**src/rtl/uart_rx_v_2_if.sv**
```systemverilog
// Serial receive port bundle: line input plus received word and status pulses.
interface uart_rx_v_2_if #(
    parameter int WORD_LENGTH = 8
);
    logic                   UART_Rx_IN;
    logic [WORD_LENGTH-1:0] Rx_DATA;
    logic                   Rx_VALID;
    logic                   Rx_FRAME_ERR;
    logic                   UART_Rx_BUSY;

    modport slave (
        input  UART_Rx_IN,
        output Rx_DATA,
        output Rx_VALID,
        output Rx_FRAME_ERR,
        output UART_Rx_BUSY
    );

    modport master (
        output UART_Rx_IN,
        input  Rx_DATA,
        input  Rx_VALID,
        input  Rx_FRAME_ERR,
        input  UART_Rx_BUSY
    );
endinterface

```
**src/rtl/uart_rx_v_2.sv**
```systemverilog
// UART receiver: 2-flop line synchronizer, mid-bit sampling FSM, one-cycle
// valid / frame-error pulses, Rx_DATA held until the next good frame.
module uart_rx_v_2 #(
    parameter int Rx_CLKRATE  = 1_000_000,
    parameter int BAUD        = 9600,
    parameter int WORD_LENGTH = 8
) (
    input  logic         clk,
    input  logic         rst,
    uart_rx_v_2_if.slave bus
);
    localparam int BAUD_COUNTER_MAX = Rx_CLKRATE / BAUD;
    localparam int HALF_BIT         = BAUD_COUNTER_MAX / 2;
    localparam int CNT_W            = $clog2(BAUD_COUNTER_MAX);
    localparam int BIT_W            = $clog2(WORD_LENGTH + 1);

    localparam logic [CNT_W-1:0] CNT_LAST = CNT_W'(BAUD_COUNTER_MAX - 1);
    localparam logic [CNT_W-1:0] CNT_HALF = CNT_W'(HALF_BIT - 1);
    localparam logic [BIT_W-1:0] BIT_LAST = BIT_W'(WORD_LENGTH - 1);

    localparam logic [2:0] IDLE      = 3'd0;
    localparam logic [2:0] START     = 3'd1;
    localparam logic [2:0] DATA      = 3'd2;
    localparam logic [2:0] STOP      = 3'd3;
    localparam logic [2:0] WAIT_IDLE = 3'd4;

    logic                   sync1_q, sync2_q, prev_q;
    logic [2:0]             state_q, state_d;
    logic [CNT_W-1:0]       cnt_q, cnt_d;
    logic [BIT_W-1:0]       bit_q, bit_d;
    logic [WORD_LENGTH-1:0] shift_q, shift_d;
    logic [WORD_LENGTH-1:0] data_q, data_d;
    logic                   valid_q, valid_d;
    logic                   ferr_q, ferr_d;
    logic                   rx_s;
    logic                   baud_tick;

    assign rx_s      = sync2_q;
    assign baud_tick = (cnt_q == CNT_LAST);

    always_comb begin
        state_d = state_q;
        cnt_d   = cnt_q + CNT_W'(1);
        bit_d   = bit_q;
        shift_d = shift_q;
        data_d  = data_q;
        valid_d = 1'b0;
        ferr_d  = 1'b0;
        case (state_q)
            IDLE: begin
                cnt_d = '0;
                if (prev_q && !rx_s) begin
                    state_d = START;
                end
            end
            // Re-check the start bit at its centre to reject short glitches.
            START: begin
                if (cnt_q == CNT_HALF) begin
                    cnt_d   = '0;
                    state_d = rx_s ? IDLE : DATA;
                end
            end
            DATA: begin
                if (baud_tick) begin
                    cnt_d   = '0;
                    shift_d = shift_q >> 1;
                    shift_d[WORD_LENGTH-1] = rx_s;
                    if (bit_q == BIT_LAST) begin
                        bit_d   = '0;
                        state_d = STOP;
                    end else begin
                        bit_d = bit_q + BIT_W'(1);
                    end
                end
            end
            STOP: begin
                if (baud_tick) begin
                    cnt_d = '0;
                    if (rx_s) begin
                        data_d  = shift_q;
                        valid_d = 1'b1;
                        state_d = IDLE;
                    end else begin
                        ferr_d  = 1'b1;
                        state_d = WAIT_IDLE;
                    end
                end
            end
            // A held-low line (break) parks here so it reports only once.
            WAIT_IDLE: begin
                cnt_d = '0;
                if (rx_s) begin
                    state_d = IDLE;
                end
            end
            default: begin
                cnt_d   = '0;
                state_d = IDLE;
            end
        endcase
    end

    always_ff @(posedge clk) begin
        if (rst) begin
            sync1_q <= 1'b1;
            sync2_q <= 1'b1;
            prev_q  <= 1'b1;
            state_q <= IDLE;
            cnt_q   <= '0;
            bit_q   <= '0;
            shift_q <= '0;
            data_q  <= '0;
            valid_q <= 1'b0;
            ferr_q  <= 1'b0;
        end else begin
            sync1_q <= bus.UART_Rx_IN;
            sync2_q <= sync1_q;
            prev_q  <= rx_s;
            state_q <= state_d;
            cnt_q   <= cnt_d;
            bit_q   <= bit_d;
            shift_q <= shift_d;
            data_q  <= data_d;
            valid_q <= valid_d;
            ferr_q  <= ferr_d;
        end
    end

    assign bus.Rx_DATA      = data_q;
    assign bus.Rx_VALID     = valid_q;
    assign bus.Rx_FRAME_ERR = ferr_q;
    assign bus.UART_Rx_BUSY = (state_q != IDLE);

endmodule

```
**src/flat_wrapper.sv**
```systemverilog
// flat-port wrapper written by rule: the top's interface ports become plain ports
module uart_rx_v_2_flat 
#(
    parameter int Rx_CLKRATE  = 1_000_000,
    parameter int BAUD        = 9600,
    parameter int WORD_LENGTH = 8
)
  (clk, rst, bus_UART_Rx_IN, bus_Rx_DATA, bus_Rx_VALID, bus_Rx_FRAME_ERR, bus_UART_Rx_BUSY);
  uart_rx_v_2_if #(.WORD_LENGTH(WORD_LENGTH)) bus_i ();
  input  logic clk;
  input  logic rst;
  input wire logic [$bits(bus_i.UART_Rx_IN)-1:0] bus_UART_Rx_IN;
  output wire logic [$bits(bus_i.Rx_DATA)-1:0] bus_Rx_DATA;
  output wire logic [$bits(bus_i.Rx_VALID)-1:0] bus_Rx_VALID;
  output wire logic [$bits(bus_i.Rx_FRAME_ERR)-1:0] bus_Rx_FRAME_ERR;
  output wire logic [$bits(bus_i.UART_Rx_BUSY)-1:0] bus_UART_Rx_BUSY;
  assign bus_i.UART_Rx_IN = bus_UART_Rx_IN;
  assign bus_Rx_DATA = bus_i.Rx_DATA;
  assign bus_Rx_VALID = bus_i.Rx_VALID;
  assign bus_Rx_FRAME_ERR = bus_i.Rx_FRAME_ERR;
  assign bus_UART_Rx_BUSY = bus_i.UART_Rx_BUSY;
  uart_rx_v_2 #(.Rx_CLKRATE(Rx_CLKRATE), .BAUD(BAUD), .WORD_LENGTH(WORD_LENGTH)) u_core (.clk(clk), .rst(rst), .bus(bus_i));
endmodule
```
**config.mk**
```make
export PLATFORM = sky130hd
export DESIGN_NAME = uart_rx_v_2_flat
export DESIGN_NICKNAME = d
export VERILOG_FILES = /design/src/rtl/uart_rx_v_2_if.sv /design/src/rtl/uart_rx_v_2.sv /design/src/flat_wrapper.sv
export SDC_FILE = /design/constraint.sdc
export NUM_CORES = 1
export LEC_CHECK = 0
export CAP_MARGIN = 20
export CORE_AREA = 3 3 43 73
export CTS_CLUSTER_DIAMETER = 150
export DETAILED_ROUTE_END_ITERATION = 16
export DIE_AREA = 0 0 46 76
export DONT_BUFFER_PORTS = 1
export PLACE_DENSITY = 0.69
export RECOVER_POWER = 50
export SLEW_MARGIN = 30
export SYNTH_ARGS = -nofsm -noshare
export SYNTH_HDL_FRONTEND = slang
export SYNTH_SLANG_ARGS = --single-unit
```
**constraint.sdc**
```tcl
create_clock -name clk -period 2.9 [get_ports clk]
set_input_delay 0.435 -clock clk [delete_from_list [all_inputs] [get_ports clk]]
set_output_delay 0.435 -clock clk [all_outputs]
set_load 0.02 [all_outputs]
```
==> impl_metrics.csv <==
group,metric,value,unit
status,outcome,"finished, final reports clean",
setup_path,slowest_delay,0.47,ns
place,pre_cts_ws,0.912,ns
sta,finalSetupViolCount,0,
route,via_count,1004,
logic_synthesis,synth.area.mux_share,13.6,%
setup_path,cp-end-kind,"flop",
setup_path,cp_slowest_cell,"and4_1",
logic_synthesis,synth_xor_area_share,2.45,%
logic_synthesis,synth_nets,155,
final_layout,area_growth,4.98,%
final_layout,n_antenna_cell,0,
final_layout,multi_input_area,653,um^2
sta,hold_viol,0,
setup_path,crit_fanout,8,
logic_synthesis,synth_warnings,0,
power_and_ir_drop,switchingPower,173,uW
setup_path,path_buf_inv,1,
die,rows,24,
sta,clock_skew,0.00465,ns
clocking,post_cts_buffers,0,
power_and_ir_drop,leakagePower,0.629,nW
logic_synthesis,synth-simple-area-share,21.2,%
logic_synthesis,ys_types,34,
route,drt_first_pass_iters,4,
global_route,grt_pass1_wl,4.13,mm
global_route,grt_overflow,0,
sta,maxSlewViolCount,0,
route,wl,2.34,mm
die,coreArea,0.00258,mm^2
final_layout,drive_gt1_share,9.40,%
sta,fin_tns_setup,0,ns
route,drtIter0Drc,21,
power_and_ir_drop,clkPwrFrac,41.6,%
logic_synthesis,ys_ff_latch,35,
clocking,root_buffer,"clkbuf_8",
route,drc_errors,0,
logic_synthesis,synth_ff_type,"dfxtp_1",
clocking,clk_latency,0.28,ns
route,detail-route-antenna-nets,0,
clocking,cts.sinks,35,
power_and_ir_drop,combPwrFrac,1.4,%
setup_path,start_kind,"flop",
power_and_ir_drop,p_int,683,uW
global_route,grt_pass1_vias,987,
setup_path,crit_chain,"ha_1 > and3b_1 > and4_1 > buf_4 > mux2i_1 > nor2_1",
logic_synthesis,synth_top_family_by_area,"simple AND/OR/NAND/NOR gates",
sta,finalCritPeriodShare,69.0,%
logic_synthesis,yosysTopAreaCellShare,48.9,%
global_route,antenna_found_initial,0,
sta,rsz0062_at_grt,"false",
place,gp_congestion,0.807,
logic_synthesis,synth_edf_count,0,
logic_synthesis,syn_inst,150,
setup_path,arrival,2.18,ns
final_layout,final_common_cell,"dfxtp_1",
route,wl_per_cell,13.4,um
clocking,cts_tree,"done",
logic_synthesis,synthTopCellsByArea,"dfxtp_1 49%, mux2i_1 13%, nor2_1 8.4%",
sta,max_freq,500,MHz
logic_synthesis,synthArstFlopShare,0,%
die,initial_core_util,55.5,%
logic_synthesis,synth_seq_area_share,48.9,%
final_layout,final_net_count,153,
global_route,busiest_layer,"met2",
logic_synthesis,synth_compound_area_share,6.99,%
setup_path,path_delay_family,"simple AND/OR/NAND/NOR gates",
hold_path,hp-class,"in2reg",
clocking,cts_made_buffers,5,
clocking,clk_path_buf_depth,2,
global_route,grt_use_met2,25.4,%
sta,slew-limit-headroom,55.5,%
sta,min_period,2.00,ns
die,dieArea,0.00350,mm^2
power_and_ir_drop,pwr_density_cell,569,mW/mm^2
run,drv_cap,0,
die,dieWidth,46,um
final_layout,regArea,701,um^2
setup_path,cp_data_required_time,3.08,ns
power_and_ir_drop,switching_share,20.2,%
route,routed_via_density,5.74,
clocking,clk_pin_slew,0.07,ns
place,dpl.hpwl,1.69,mm
global_route,grt.total_usage,15.8,%
power_and_ir_drop,vdd_ir_drop_max,0.399,mV
setup_path,crit_type,"reg2reg",
clocking,ctsResizeCount,0,
place,place_inst,167,
clocking,htreeDepth,2,
final_layout,final_cell_mix,"35 x dfxtp_1, 32 x nor2_1, 18 x mux2i_1",
sta,worst_pin_slew,0.660,ns
logic_synthesis,synth_area_leader_cell,"dfxtp_1",
power_and_ir_drop,seq_power_share,56.9,%
place,port-buffer-count,0,
global_route,grt_max_degree,29,
die,die_h,76,um
clocking,hold_buffers,0,
sta,fin_ws,0.899,ns
logic_synthesis,synthAdderAreaFrac,1.75,%
global_route,use_met1,16.8,%
logic_synthesis,avgSynthCellArea,9.55,um^2
final_layout,fillers,233,
global_route,grtUsageMet3,5.67,%
logic_synthesis,netlist_area,0.00143,mm^2
final_layout,final_cells,175,
die,ios,14,
[layout make-up]
type | instances | area share [%]
Clock buffer | 7 | 5.74
Tap cell | 26 | 2.16
Clock inverter | 1 | 0.582
Timing Repair Buffer | 1 | 0.499
Multi-Input combinational cell | 101 | 43.4
Inverter | 4 | 0.998
Sequential cell | 35 | 46.6
[Yosys cell counts, drive strengths merged, types with 3 or more instances]
cell,number
nand3,5
or2,3
nand4,3
buf,4
and3b,5
a21oi,5
dfxtp,35
nor3,3
clkbuf,6
nor2,32
nand2,6
mux2i,18
inv,4
[stage by stage]
step                      cell area, um^2  utilization [%]  hold slack, ns  power [mW]
after floorplan                      1430                -           0.389       0.513
after global placement               1420             54.8           0.408       0.511
after detailed placement             1420             54.8           0.402       0.511
after CTS                            1510             58.5           0.210       0.869
after global routing                 1500             58.2           0.202       0.894
final                                1500             58.2           0.223       0.855
[power by group through the flow]
stage | logic, mW | clock network [mW] | registers (mW)
global placement | 0.0124 | 0 | 0.498
finish | 0.0123 | 0.356 | 0.487
global route | 0.0142 | 0.393 | 0.487
detailed placement | 0.0126 | 0 | 0.498
CTS | 0.0127 | 0.369 | 0.487
floorplan | 0.0170 | 0 | 0.496
[kinds of logic after synthesis]
| group | Yosys count |
|---|---|
| buffers and inverters | 14 |
| muxes | 19 |
| xor gates and xnor gates | 4 |
| and+or+nand+nor | 61 |
| adders and majority gates | 2 |
| AOI/OAI and AO/OA | 15 |
| DFF | 35 |
[flip-flops by register name, summed over array words and instances, names as in the netlist]
register	flops
u_core.rx_s	1
u_core.sync1_q	1
u_core.bus.Rx_DATA	8
u_core.cnt_q	7
u_core.bus.Rx_FRAME_ERR	1
u_core.state_q	3
u_core.bit_q	4
u_core.prev_q	1
u_core.shift_q	8
u_core.bus.Rx_VALID	1
[worst register-to-register path, delay by kind of cell (launching register included)]
kind	cells	cell delay (ns)
fa+ha+maj	1	0.23
mux	1	0.20
flops	1	0.37
simple gates	3	0.84
buf+inv	1	0.25
[path summary, 6_finish.rpt]
check / start / to / slack, ns / cells past startpoint
worst max-delay path: u_core.cnt_q[0] / u_core.shift_q[4] / 0.90 / 6
worst min-delay path: rst / u_core.bit_q[0] / 0.22 / 1
worst max register to register: u_core.cnt_q[0] / u_core.shift_q[4] / 0.90 / 6
worst min register to register: u_core.sync1_q / u_core.rx_s / 0.41 / 1
[per-layer routing]
layer	part of all wire, %	vias to the layer above
li1	-	509
met1	42	473
met2	51	16
met3	4.4	6
met4	2.3	0
met5	0	-
Note: power is estimated with default switching activity, not from simulation.
